<file path="config.mk">
export PLATFORM = sky130hd
export DESIGN_NAME = gmii_tx_framer
export DESIGN_NICKNAME = d
export VERILOG_FILES = /design/src/rtl/eth_pkg.sv /design/src/rtl/crc32_d8.sv /design/src/rtl/gmii_tx_framer.sv
export SDC_FILE = /design/constraint.sdc
export NUM_CORES = 1
export LEC_CHECK = 0
export CAP_MARGIN = 15
export CORE_AREA = 2 2 105 107
export CTS_CLUSTER_DIAMETER = 80
export DETAILED_ROUTE_END_ITERATION = 10
export DIE_AREA = 0 0 107 109
export PLACE_DENSITY = 0.62
export SLEW_MARGIN = 20
export SYNTH_ARGS = -nofsm -noshare
export SYNTH_HDL_FRONTEND = slang
export SYNTH_SLANG_ARGS = --single-unit
</file>
<file path="constraint.sdc">
create_clock -name rgmii_125m -period 3.5 [get_ports rgmii_125m]
set_input_delay 0.7 -clock rgmii_125m [delete_from_list [all_inputs] [get_ports rgmii_125m]]
set_output_delay 0.7 -clock rgmii_125m [all_outputs]
set_load 0.01 [all_outputs]
</file>
<file path="src/rtl/eth_pkg.sv">
// Shared Ethernet framing constants and the transmit framer state encoding.
package eth_pkg;

    localparam logic [7:0]  PREAMBLE_BYTE = 8'h55;
    localparam logic [7:0]  SFD_BYTE      = 8'hD5;
    localparam logic [31:0] CRC32_POLY    = 32'hEDB88320;
    localparam logic [31:0] CRC32_INIT    = 32'hFFFFFFFF;
    localparam logic [31:0] CRC32_RESIDUE = 32'hDEBB20E3;

    typedef enum logic [2:0] {
        IDLE,
        PRE,
        SFD,
        DATA,
        PAD,
        FCS,
        IFG,
        DROP
    } tx_state_t;

endpackage

</file>
<file path="src/rtl/crc32_d8.sv">
// Combinational reflected CRC-32 update for one byte; shared with the receive-side checker.
module crc32_d8
    import eth_pkg::*;
(
    input  logic [31:0] crc_in,
    input  logic [7:0]  data,
    output logic [31:0] crc_out
);

    logic [31:0] c;

    always_comb begin
        // NOTE: c gets a full value before the loop so no path leaves it unassigned (no latch).
        c = crc_in ^ {24'h000000, data};
        for (int i = 0; i < 8; i++) begin
            c = c[0] ? ({1'b0, c[31:1]} ^ CRC32_POLY) : {1'b0, c[31:1]};
        end
        crc_out = c;
    end

endmodule

</file>
<file path="src/rtl/gmii_tx_framer.sv">
// Byte-stream to GMII transmit framer: preamble/SFD, data, zero pad, CRC-32 FCS, inter-frame gap.
module gmii_tx_framer
    import eth_pkg::*;
#(
    parameter int PREAMBLE_LEN = 7,
    parameter int MIN_DATA_LEN = 60,
    parameter int IFG_CYCLES   = 12
) (
    input  logic       rgmii_125m,
    input  logic       reset,
    input  logic [7:0] s_data,
    input  logic       s_valid,
    input  logic       s_last,
    output logic       s_ready,
    output logic [7:0] gmii_txd_o,
    output logic       gmii_tx_en_o,
    output logic       tx_busy,
    output logic       underrun
);

    // IDLE already launches the first preamble byte, so PRE covers the remaining ones.
    localparam logic [7:0]  PRE_LAST = 8'(PREAMBLE_LEN - 2);
    localparam logic [7:0]  IFG_LAST = 8'(IFG_CYCLES - 1);
    localparam logic [16:0] MIN_LEN  = 17'(MIN_DATA_LEN);

    tx_state_t   state;
    logic [7:0]  phase_cnt;
    logic [15:0] byte_cnt;
    logic [31:0] crc;
    logic        bad_fcs;
    logic        drop_pending;

    logic [31:0] crc_next;
    logic [7:0]  crc_byte;
    logic [16:0] byte_cnt_inc;
    logic [15:0] byte_cnt_sat;
    logic [31:0] fcs_word;

    assign crc_byte     = (state == DATA) ? s_data : 8'h00;
    assign byte_cnt_inc = {1'b0, byte_cnt} + 17'd1;
    assign byte_cnt_sat = (&byte_cnt) ? byte_cnt : byte_cnt + 16'd1;
    assign fcs_word     = bad_fcs ? crc : ~crc;

    assign s_ready = (state == DATA) || (state == DROP);
    assign tx_busy = (state != IDLE);

    crc32_d8 u_crc (
        .crc_in  (crc),
        .data    (crc_byte),
        .crc_out (crc_next)
    );

    // NOTE: all state and registered outputs use non-blocking assignments so every
    // decision in this block sees the values from before the edge.
    always_ff @(posedge rgmii_125m) begin
        if (reset) begin
            state        <= IDLE;
            phase_cnt    <= 8'd0;
            byte_cnt     <= 16'd0;
            crc          <= CRC32_INIT;
            bad_fcs      <= 1'b0;
            drop_pending <= 1'b0;
            gmii_txd_o   <= 8'h00;
            gmii_tx_en_o <= 1'b0;
            underrun     <= 1'b0;
        end else begin
            gmii_txd_o   <= 8'h00;
            gmii_tx_en_o <= 1'b0;
            underrun     <= 1'b0;

            case (state)
                IDLE: begin
                    if (drop_pending) begin
                        state <= DROP;
                    end else if (s_valid) begin
                        gmii_txd_o   <= PREAMBLE_BYTE;
                        gmii_tx_en_o <= 1'b1;
                        phase_cnt    <= 8'd0;
                        state        <= PRE;
                    end
                end

                PRE: begin
                    gmii_txd_o   <= PREAMBLE_BYTE;
                    gmii_tx_en_o <= 1'b1;
                    if (phase_cnt == PRE_LAST) begin
                        state <= SFD;
                    end else begin
                        phase_cnt <= phase_cnt + 8'd1;
                    end
                end

                SFD: begin
                    gmii_txd_o   <= SFD_BYTE;
                    gmii_tx_en_o <= 1'b1;
                    crc          <= CRC32_INIT;
                    byte_cnt     <= 16'd0;
                    state        <= DATA;
                end

                DATA: begin
                    phase_cnt <= 8'd0;
                    if (s_valid) begin
                        gmii_txd_o   <= s_data;
                        gmii_tx_en_o <= 1'b1;
                        crc          <= crc_next;
                        byte_cnt     <= byte_cnt_sat;
                        if (s_last) begin
                            state <= (byte_cnt_inc < MIN_LEN) ? PAD : FCS;
                        end
                    end else begin
                        // Source starved mid-frame: close with a deliberately wrong FCS.
                        underrun     <= 1'b1;
                        bad_fcs      <= 1'b1;
                        drop_pending <= 1'b1;
                        state        <= FCS;
                    end
                end

                PAD: begin
                    gmii_txd_o   <= 8'h00;
                    gmii_tx_en_o <= 1'b1;
                    crc          <= crc_next;
                    byte_cnt     <= byte_cnt_sat;
                    phase_cnt    <= 8'd0;
                    if (byte_cnt_inc >= MIN_LEN) begin
                        state <= FCS;
                    end
                end

                FCS: begin
                    gmii_txd_o   <= fcs_word[{phase_cnt[1:0], 3'b000} +: 8];
                    gmii_tx_en_o <= 1'b1;
                    if (phase_cnt == 8'd3) begin
                        bad_fcs   <= 1'b0;
                        phase_cnt <= 8'd0;
                        state     <= IFG;
                    end else begin
                        phase_cnt <= phase_cnt + 8'd1;
                    end
                end

                IFG: begin
                    if (phase_cnt == IFG_LAST) begin
                        state <= IDLE;
                    end else begin
                        phase_cnt <= phase_cnt + 8'd1;
                    end
                end

                DROP: begin
                    if (s_valid && s_last) begin
                        drop_pending <= 1'b0;
                        state        <= IDLE;
                    end
                end

                default: state <= IDLE;
            endcase
        end
    end

endmodule
</file>
==> flow_summary.ini, run 1 <==
[yosys]
syn-num-nets = 542
synth_enable_flop_cells = 0
mappedNetlistArea_um2 = 4660
synth-seq-cells = 71
synth.top_cells.by_count = sky130_fd_sc_hd__dfxtp_1 (71), sky130_fd_sc_hd__xnor2_1 (55), sky130_fd_sc_hd__nor2_1 (47)
synth-async-reset-ratio = 0
synth_cells = 527
syn-mean-instance-area_um2 = 8.84
yosys.area.top_type_share = 0.305
ys_types = 67
yosys_most_used_dff = sky130_fd_sc_hd__dfxtp_1
synthesis.yosys.warnings = 0
ys_top_cells_by_area = sky130_fd_sc_hd__dfxtp_1 (31%), sky130_fd_sc_hd__xnor2_1 (10%), sky130_fd_sc_hd__a21oi_1 (4.2%)
synth_most_common_cell = sky130_fd_sc_hd__dfxtp_1
synth-seq-area-share = 0.305
synth_top_area_cell = sky130_fd_sc_hd__dfxtp_1

[finish]
final_nets = 549
layout_cells_sized_above_1 = 0.111
post_synthesis_to_final_layout_area_growth_pct = 10.4
finish.cell_count_without_fillers = 679
antenna_cells_inserted = 0
final_non_filler_cell_area_um2 = 5140
seqCellArea_um2 = 1420
total_area_of_multi_input_combinational_cells_um2 = 3020
num-fill-cells = 1009

[global_routing]
grt_overflow = 0
groute.usage.overall = 0.210
grt_max_degree = 30
wire_length_of_the_first_global_routing_pass_um = 19100
via_count_of_the_first_global_routing_pass = 3728
grt_antenna_before_repair = 0

[cts]
cts_hold_buffers = 0
clk_pin_slew_ps = 80
cts_made_buffers = 9
clkSinkCount = 71
h_tree_depth = 3
cts-resized-gates = 0
tritoncts = built
cts_root_buf = sky130_fd_sc_hd__clkbuf_8
postCtsSetupRepairBufs = 0
clk_latency_ps = 360
clockBufferDepth = 2

[worst_setup_path]
critical_path.max_fanout = 27
slowest_delay_ps = 980
crit_type = flop to output port
regToRegStartpoint = state[1]$_SDFFE_PP0P_
timing.critical_path.arrival_ps = 2290
crit_path_end_kind = output port
critical-path-top-delay-family = flip-flops
worst_case_reg_to_reg_path_depth = 6
path_cells = nand2_1, inv_1, clkdlybuf4s50_1
crit_slowest_cell = sky130_fd_sc_hd__dfxtp_1
critical_path.n_buffers_inverters = 2
rr_endpoint = crc[19]$_SDFFE_PP1P_
cp.required_ps = 2800
category_of_the_worst_setup_path_launch_point = flop
regToRegSetupSlack_ps = 660

[sta]
timing.final.setup_violations = 0
timing.hold.ws_ps = 520
number_of_hold_violations_in_the_final_report = 0
finalMaxSlewViolations = 0
timing_worst_slew_pin_value_ps = 994
share_of_the_clock_period_used_by_the_worst_path = 0.855
rsz_0062_raised_after_global_routing = false
tns_ps = 0
post-route-worst-setup-slack_ps = 508
min_period_ps = 2990
max_freq_mhz = 334
clock_skew_ps = 16.3
maxSlewHeadroom = 0.336

[flow_run]
maxCapViolations = 0

[placement]
placedInstanceArea_um2 = 4970
gpl.final_weighted_congestion = 0.854
port_buffers = 23
pre_cts_setup_slack_ps = 584
dp.cells = 663
dp_hpwl_um = 7940

[drt]
number_of_vias_in_the_routed_layout = 3925
dr.first_iter.drc_count = 205
firstDrtPassIters = 4
post_drt_antenna_nets = 0
drc_errors = 0
drt_wl_total_um = 11400
route.detailed.wl_per_inst_um = 16.7
routed_vias_inst = 5.78

[hold_path]
worstHoldPathCells = 2
hold_path.startpoint = crc[22]$_SDFFE_PP1P_
min_to = crc[22]$_SDFFE_PP1P_
worst_hold_path_type = flop to flop

[pwr]
peakVddDrop_mv = 0.216
power.static_leakage_nw = 1.64
power.density_cell_area_nw_per_um2 = 502

[floorplan]
top_level_ports = 24
die_area_um2 = 11700
fp.dieH_um = 109
rows = 38
core-area_um2 = 10600
initial_utilization = 0.439
fp.dieW_um = 107

[status]
run_status = finished clean
-- registers in the layout (all words and copies together) (netlist names) --
| signal | count |
|---|---|
| gmii_tx_en_o | 1 |
| underrun | 1 |
| byte_cnt | 16 |
| drop_pending | 1 |
| state | 3 |
| gmii_txd_o | 8 |
| phase_cnt | 8 |
| crc | 32 |
| bad_fcs | 1 |
-- metrics by stage --
stage / total power [mW] / util
after floorplan: 1.73 / -
after global placement: 1.97 / 0.468
after detailed placement: 1.97 / 0.468
after CTS: 2.59 / 0.485
after global routing: 2.75 / 0.485
final: 2.58 / 0.485
-- power by group --
group	internal (mW)	switching [mW]
Clock	0.294	0.317
Combinational	0.432	0.596
Sequential	0.860	0.0833
-- how the worst max path moves through the flow --
stage	start	end	depth (start not counted)
after floorplan	s_data[5]	crc[19]$_SDFFE_PP1P_	6
after global placement	s_data[5]	crc[27]$_SDFFE_PP1P_	7
after detailed placement	s_data[5]	crc[19]$_SDFFE_PP1P_	7
after CTS	state[0]$_SDFFE_PP0P_	s_ready	4
after global routing	state[0]$_SDFFE_PP0P_	s_ready	4
final	state[1]$_SDFFE_PP0P_	s_ready	3
-- tightest hold or removal path: cells and delay by family (launching register included) --
family           cells  cell delay [ps]
flip-flops           1              330
AND/OR/NAND/NOR      1              100
AO/OA/AOI/OAI        1               40
-- cell usage in the layout, fill, tap and decap left out, drive strengths merged, types with 11 or more instances in the layout --
cell type      count
nand2             36
xnor2             62
clkbuf            13
a21oi             39
dfxtp             71
a311oi            15
nand2b            18
nor2              49
clkdlybuf4s50     23
o21ai             16
a211oi            11
xor2              24
buf               12
o22ai             16
-- per-layer routing --
metal  wire, µm  vias up  part of all wire  global-route usage
li1           -     1925                 -                   -
met1       5470     1878              0.48               0.290
met2       5160      109              0.45               0.328
met3        555       13             0.049              0.0418
met4        170        0             0.015              0.0779
met5          0        -                 0                   0
-- layout make-up --
| cell class | instances | share of cell area |
|---|---|---|
| multi-input cells | 409 | 0.587 |
| clock inverters | 3 | 0.00341 |
| inverters | 8 | 0.00584 |
| flip-flops and latches | 71 | 0.276 |
| clock buffers | 13 | 0.0309 |
| repair buffers | 35 | 0.0623 |
| well taps | 140 | 0.0341 |
-- logic make-up (layout without fill, tap and decap cells) --
group / Yosys count / in the layout / share of synthesized area
and+or+nand+nor: 181 / 181 / 0.212
AOI/OAI and AO/OA: 128 / 128 / 0.181
xor gates and xnor gates: 87 / 87 / 0.205
DFF: 71 / 71 / 0.305
buffers and inverters: 47 / 59 / 0.0470
muxes: 10 / 10 / 0.0430
adders and majority gates: 3 / 3 / 0.00806
Power figures use the tool's default switching activity.
==> inputs of run 2 (changes only) <==
Settings changed: DONT_BUFFER_PORTS from default to 1, PLACE_DENSITY 0.62 to 0.59, SLEW_MARGIN 20 to default.
==> run 2 against run 1 <==
  * Critical path depth increased by 3
  * Wire length is 1.0% higher
  * Largest power group is now registers
  * Cell area fell by 3.9%
  * Clock skew is 3.4 ps lower
  * Non-clock buffer count decreased by 26
  * Fmax is 6.8% higher
  * Clock-buffer cell count fell by 2
  * Sequential power rose by 2%
  * Register-to-register slack better by 40 ps
  * Clock power rose by 23%
  * Utilization decreased by 1.9 points
==> flow_summary.ini, run 2 (synthesis results as in run 1) <==
[cts]
postCtsSetupRepairBufs = 0
clk_pin_slew_ps = 80
cts_hold_buffers = 0
clk_latency_ps = 370
cts_made_buffers = 9
clockBufferDepth = 2
clkSinkCount = 71
h_tree_depth = 3
cts_root_buf = sky130_fd_sc_hd__clkbuf_8
cts-resized-gates = 0
tritoncts = built

[floorplan]
core-area_um2 = 10600
rows = 38
fp.dieW_um = 107
initial_utilization = 0.439
top_level_ports = 24
fp.dieH_um = 109
die_area_um2 = 11700

[worst_setup_path]
regToRegStartpoint = state[1]$_SDFFE_PP0P_
critical_path.n_buffers_inverters = 0
timing.critical_path.arrival_ps = 3030
rr_endpoint = crc[19]$_SDFFE_PP1P_
cp.required_ps = 3730
regToRegSetupSlack_ps = 700
critical_path.max_fanout = 27
category_of_the_worst_setup_path_launch_point = flop
path_cells = nand4b_1, xor2_4, xnor3_2, xnor2_2, xnor2_1, a21oi_1
crit_path_end_kind = flop
slowest_delay_ps = 950
critical-path-top-delay-family = XOR/XNOR gates
crit_slowest_cell = sky130_fd_sc_hd__dfxtp_1
crit_type = flop to flop
worst_case_reg_to_reg_path_depth = 6

[drt]
post_drt_antenna_nets = 0
firstDrtPassIters = 5
route.detailed.wl_per_inst_um = 17.6
drc_errors = 0
dr.first_iter.drc_count = 225
number_of_vias_in_the_routed_layout = 3806
routed_vias_inst = 5.83
drt_wl_total_um = 11500

[sta]
tns_ps = 0
number_of_hold_violations_in_the_final_report = 0
share_of_the_clock_period_used_by_the_worst_path = 0.800
min_period_ps = 2800
clock_skew_ps = 13.0
finalMaxSlewViolations = 0
max_freq_mhz = 357
rsz_0062_raised_after_global_routing = false
timing.hold.ws_ps = 399
maxSlewHeadroom = 0.357
post-route-worst-setup-slack_ps = 699
timing.final.setup_violations = 0
timing_worst_slew_pin_value_ps = 963

[global_routing]
grt_overflow = 0
via_count_of_the_first_global_routing_pass = 3644
grt_max_degree = 52
groute.usage.overall = 0.209
grt_antenna_before_repair = 0
wire_length_of_the_first_global_routing_pass_um = 19000

[finish]
largest_register_ffs = 32
antenna_cells_inserted = 0
finish.cell_count_without_fillers = 653
most_common_cell_after_layout_fill_and_taps_aside = sky130_fd_sc_hd__dfxtp_1
num-fill-cells = 1036
seqCellArea_um2 = 1420
total_area_of_multi_input_combinational_cells_um2 = 3020
final_nets = 523
layout.core_utilization = 0.466
layout_cells_sized_above_1 = 0.113
post_synthesis_to_final_layout_area_growth_pct = 6.02
mostFrequentLayoutCells = sky130_fd_sc_hd__dfxtp_1 (71), sky130_fd_sc_hd__xnor2_1 (55), sky130_fd_sc_hd__nor2_1 (47), sky130_fd_sc_hd__a21oi_1 (39), sky130_fd_sc_hd__nand2_1 (36)
largest_register_by_flop_count = crc
largestRegisters = crc (32), byte_cnt (16)

[pwr]
power.density_cell_area_nw_per_um2 = 533
power.static_leakage_nw = 1.56
peakVddDrop_mv = 0.310

[hold_path]
hold_path.startpoint = reset
worst_hold_path_type = input pin to flop
min_to = byte_cnt[15]$_SDFFE_PP0P_
worstHoldPathCells = 1

[placement]
dp.cells = 637
pre_cts_setup_slack_ps = 752
gpl.final_weighted_congestion = 0.842
dp_hpwl_um = 7990
port_buffers = 0

[status]
run_status = finished clean

[flow_run]
maxCapViolations = 0
-- run 2: cell types whose count changed in the layout (fill, tap and decap cells not counted), sizes merged --
| cell | previous run | this run |
|---|---|---|
| clkdlybuf4s50 | 23 | 0 |
| bufinv | 0 | 2 |
| clkbuf | 13 | 11 |
| buf | 12 | 9 |
-- run 2: where the power goes --
part | internal [mW] | total, mW | switching, mW
combinational | 0.369 | 0.922 | 0.552
sequential | 0.861 | 0.963 | 0.102
clock | 0.421 | 0.750 | 0.329
total | 1.65 | 2.63 | 0.984
-- run 2: worst max path at each step --
stage / from / to / slack (ps) / depth (start not counted)
finish: state[1]$_SDFFE_PP0P_ / crc[19]$_SDFFE_PP1P_ / 700 / 6
floorplan: s_data[5] / crc[19]$_SDFFE_PP1P_ / 1300 / 6
global placement: byte_cnt[0]$_SDFFE_PP0P_ / byte_cnt[0]$_SDFFE_PP0P_ / 710 / 7
detailed placement: state[1]$_SDFFE_PP0P_ / crc[4]$_SDFFE_PP1P_ / 750 / 6
global route: state[1]$_SDFFE_PP0P_ / phase_cnt[0]$_SDFFE_PP0P_ / 470 / 5
CTS: state[1]$_SDFFE_PP0P_ / crc[19]$_SDFFE_PP1P_ / 740 / 6
-- run 2: per-layer routing --
metal,up-vias,share of wire,global-route usage
met1,1836,0.48,0.283
met2,87,0.46,0.328
met4,0,0.014,0.0677
li1,1871,-,-
met3,12,0.047,0.0532
met5,-,0,0
-- run 2: layout make-up --
class / instances / area share
clock buffer: 11 / 0.0286
clock inverter: 5 / 0.0165
inverter: 8 / 0.00608
multi-input combinational: 409 / 0.611
sequential: 71 / 0.288
tap: 140 / 0.0355
timing repair buffer: 9 / 0.0144
-- run 2: through the flow --
stage                     instance area (µm²)  power [mW]
final                                    4940        2.63
after floorplan                          4660        1.73
after detailed placement                 4720        1.90
after global routing                     4940        2.79
after CTS                                4940        2.65
after global placement                   4710        1.88
==> inputs of run 3 (changes only) <==
Settings changed: PLACE_DENSITY 0.59 to 0.61.
Clock period 3.5 ns to 2.51 ns, I/O delays scaled along.
==> run 3 against run 2 <==
  * Register-to-register slack got worse by 490 ps
  * Via count increased by 2.6%
  * Power increased by 34%
  * Global-route usage increased by 0.15 points
  * Largest cell class unchanged
  * Highest routed layer unchanged
  * Fmax increased by 22%
==> flow_summary.ini, run 3 (synthesis results as in run 1) <==
[cts]
cts-resized-gates = 0
clkSinkCount = 71
cts_made_buffers = 9
clk_latency_ps = 380
clk_pin_slew_ps = 70
cts_hold_buffers = 0
clockBufferDepth = 2
postCtsSetupRepairBufs = 0
cts_root_buf = sky130_fd_sc_hd__clkbuf_8
h_tree_depth = 3
tritoncts = built

[sta]
max_freq_mhz = 434
timing_worst_slew_pin_value_ps = 603
tns_ps = 0
maxSlewHeadroom = 0.598
share_of_the_clock_period_used_by_the_worst_path = 0.918
clock_skew_ps = 18.2
number_of_hold_violations_in_the_final_report = 0
post-route-worst-setup-slack_ps = 205
timing.hold.ws_ps = 193
rsz_0062_raised_after_global_routing = false
finalMaxSlewViolations = 0
timing.final.setup_violations = 0
min_period_ps = 2300

[worst_setup_path]
timing.critical_path.arrival_ps = 2560
crit_slowest_cell = sky130_fd_sc_hd__dfxtp_1
crit_path_end_kind = flop
cp.required_ps = 2770
slowest_delay_ps = 530
worst_case_reg_to_reg_path_depth = 7
regToRegSetupSlack_ps = 210
crit_type = flop to flop
rr_endpoint = crc[19]$_SDFFE_PP1P_
critical_path.n_buffers_inverters = 1
regToRegStartpoint = state[0]$_SDFFE_PP0P_
critical-path-top-delay-family = XOR/XNOR gates
critical_path.max_fanout = 12
category_of_the_worst_setup_path_launch_point = flop
path_cells = buf_4, nand4b_4, xor2_4, xnor3_2, xnor2_2, xnor2_1, a21oi_1

[drt]
number_of_vias_in_the_routed_layout = 3906
drt_wl_total_um = 11700
dr.first_iter.drc_count = 223
firstDrtPassIters = 4
route.detailed.wl_per_inst_um = 17.4
post_drt_antenna_nets = 0
drc_errors = 0
routed_vias_inst = 5.81

[pwr]
peakVddDrop_mv = 0.502
power.density_cell_area_nw_per_um2 = 700
power.static_leakage_nw = 1.63

[finish]
largest_register_by_flop_count = crc
seqCellArea_um2 = 1420
post_synthesis_to_final_layout_area_growth_pct = 7.98
mostFrequentLayoutCells = sky130_fd_sc_hd__dfxtp_1 (70), sky130_fd_sc_hd__xnor2_1 (55), sky130_fd_sc_hd__nor2_1 (47), sky130_fd_sc_hd__a21oi_1 (39), sky130_fd_sc_hd__nand2_1 (36)
final_nets = 543
total_area_of_multi_input_combinational_cells_um2 = 3020
finish.cell_count_without_fillers = 672
most_common_cell_after_layout_fill_and_taps_aside = sky130_fd_sc_hd__dfxtp_1
largestRegisters = crc (32), byte_cnt (16)
num-fill-cells = 1041
layout_cells_sized_above_1 = 0.148
antenna_cells_inserted = 0
largest_register_ffs = 32

[global_routing]
wire_length_of_the_first_global_routing_pass_um = 18900
groute.usage.overall = 0.211
grt_antenna_before_repair = 0
top_usage_layer = met2
global_route.usage.met3 = 0.0418
grt_overflow = 0
globalRouteMet2Util = 0.327
via_count_of_the_first_global_routing_pass = 3595
grtUsageMet1 = 0.286
grt_max_degree = 52

[floorplan]
rows = 38
fp.dieH_um = 109
core-area_um2 = 10600
top_level_ports = 24
die_area_um2 = 11700
initial_utilization = 0.439
fp.dieW_um = 107

[placement]
pre_cts_setup_slack_ps = 197
dp_hpwl_um = 8260
dp.cells = 657
gpl.final_weighted_congestion = 0.850
port_buffers = 0

[flow_run]
maxCapViolations = 0

[hold_path]
worstHoldPathCells = 1
min_to = byte_cnt[5]$_SDFFE_PP0P_
worst_hold_path_type = input pin to flop
hold_path.startpoint = reset

[status]
run_status = finished clean
run 3: area by class of cell:
| class | count | share of cell area |
|---|---|---|
| flip-flops and latches | 71 | 0.283 |
| multi-input cells | 409 | 0.601 |
| repair buffers | 29 | 0.0433 |
| inverters | 8 | 0.00597 |
| clock inverters | 4 | 0.00448 |
| well taps | 140 | 0.0348 |
| clock buffers | 11 | 0.0281 |
run 3: worst max-delay path by stage:
stage                                endpoint  slack (ps)                      from  cells after the start
CTS                       crc[3]$_SDFFE_PP1P_         190     state[1]$_SDFFE_PP0P_                      9
detailed placement   byte_cnt[6]$_SDFFE_PP0P_         200  byte_cnt[1]$_SDFFE_PP0P_                      7
global placement     byte_cnt[3]$_SDFFE_PP0P_         240  byte_cnt[1]$_SDFFE_PP0P_                      7
global route        byte_cnt[15]$_SDFFE_PP0P_          20  byte_cnt[1]$_SDFFE_PP0P_                      7
floorplan            byte_cnt[0]$_SDFFE_PP0P_         370  byte_cnt[1]$_SDFFE_PP0P_                      7
finish                   crc[19]$_SDFFE_PP1P_         210     state[0]$_SDFFE_PP0P_                      7
run 3: metal layers:
layer	part of all wire	routed length, µm	vias to the layer above
met4	0.023	269	0
met1	0.46	5360	1874
met5	0	0	-
li1	-	-	1895
met3	0.058	676	21
met2	0.46	5390	116
run 3: stage by stage:
stage	util	area (µm²)	power (mW)
after global routing	0.475	5030	3.74
after detailed placement	0.459	4860	2.72
final	0.475	5030	3.52
after global placement	0.459	4860	2.71
after CTS	0.474	5030	3.55
after floorplan	-	4660	2.41
run 3: worst reg2reg max path: stages, from the launching register on:
cell and delay, ps:
sky130_fd_sc_hd__dfxtp_1 530, sky130_fd_sc_hd__buf_4 260, sky130_fd_sc_hd__nand4b_4 140, sky130_fd_sc_hd__xor2_4 360
sky130_fd_sc_hd__xnor3_2 480, sky130_fd_sc_hd__xnor2_2 190, sky130_fd_sc_hd__xnor2_1 140, sky130_fd_sc_hd__a21oi_1 80
run 3: where the power goes:
group,switching [mW],internal [mW]
registers,0.107,1.20
logic,0.811,0.576
clock network,0.450,0.375
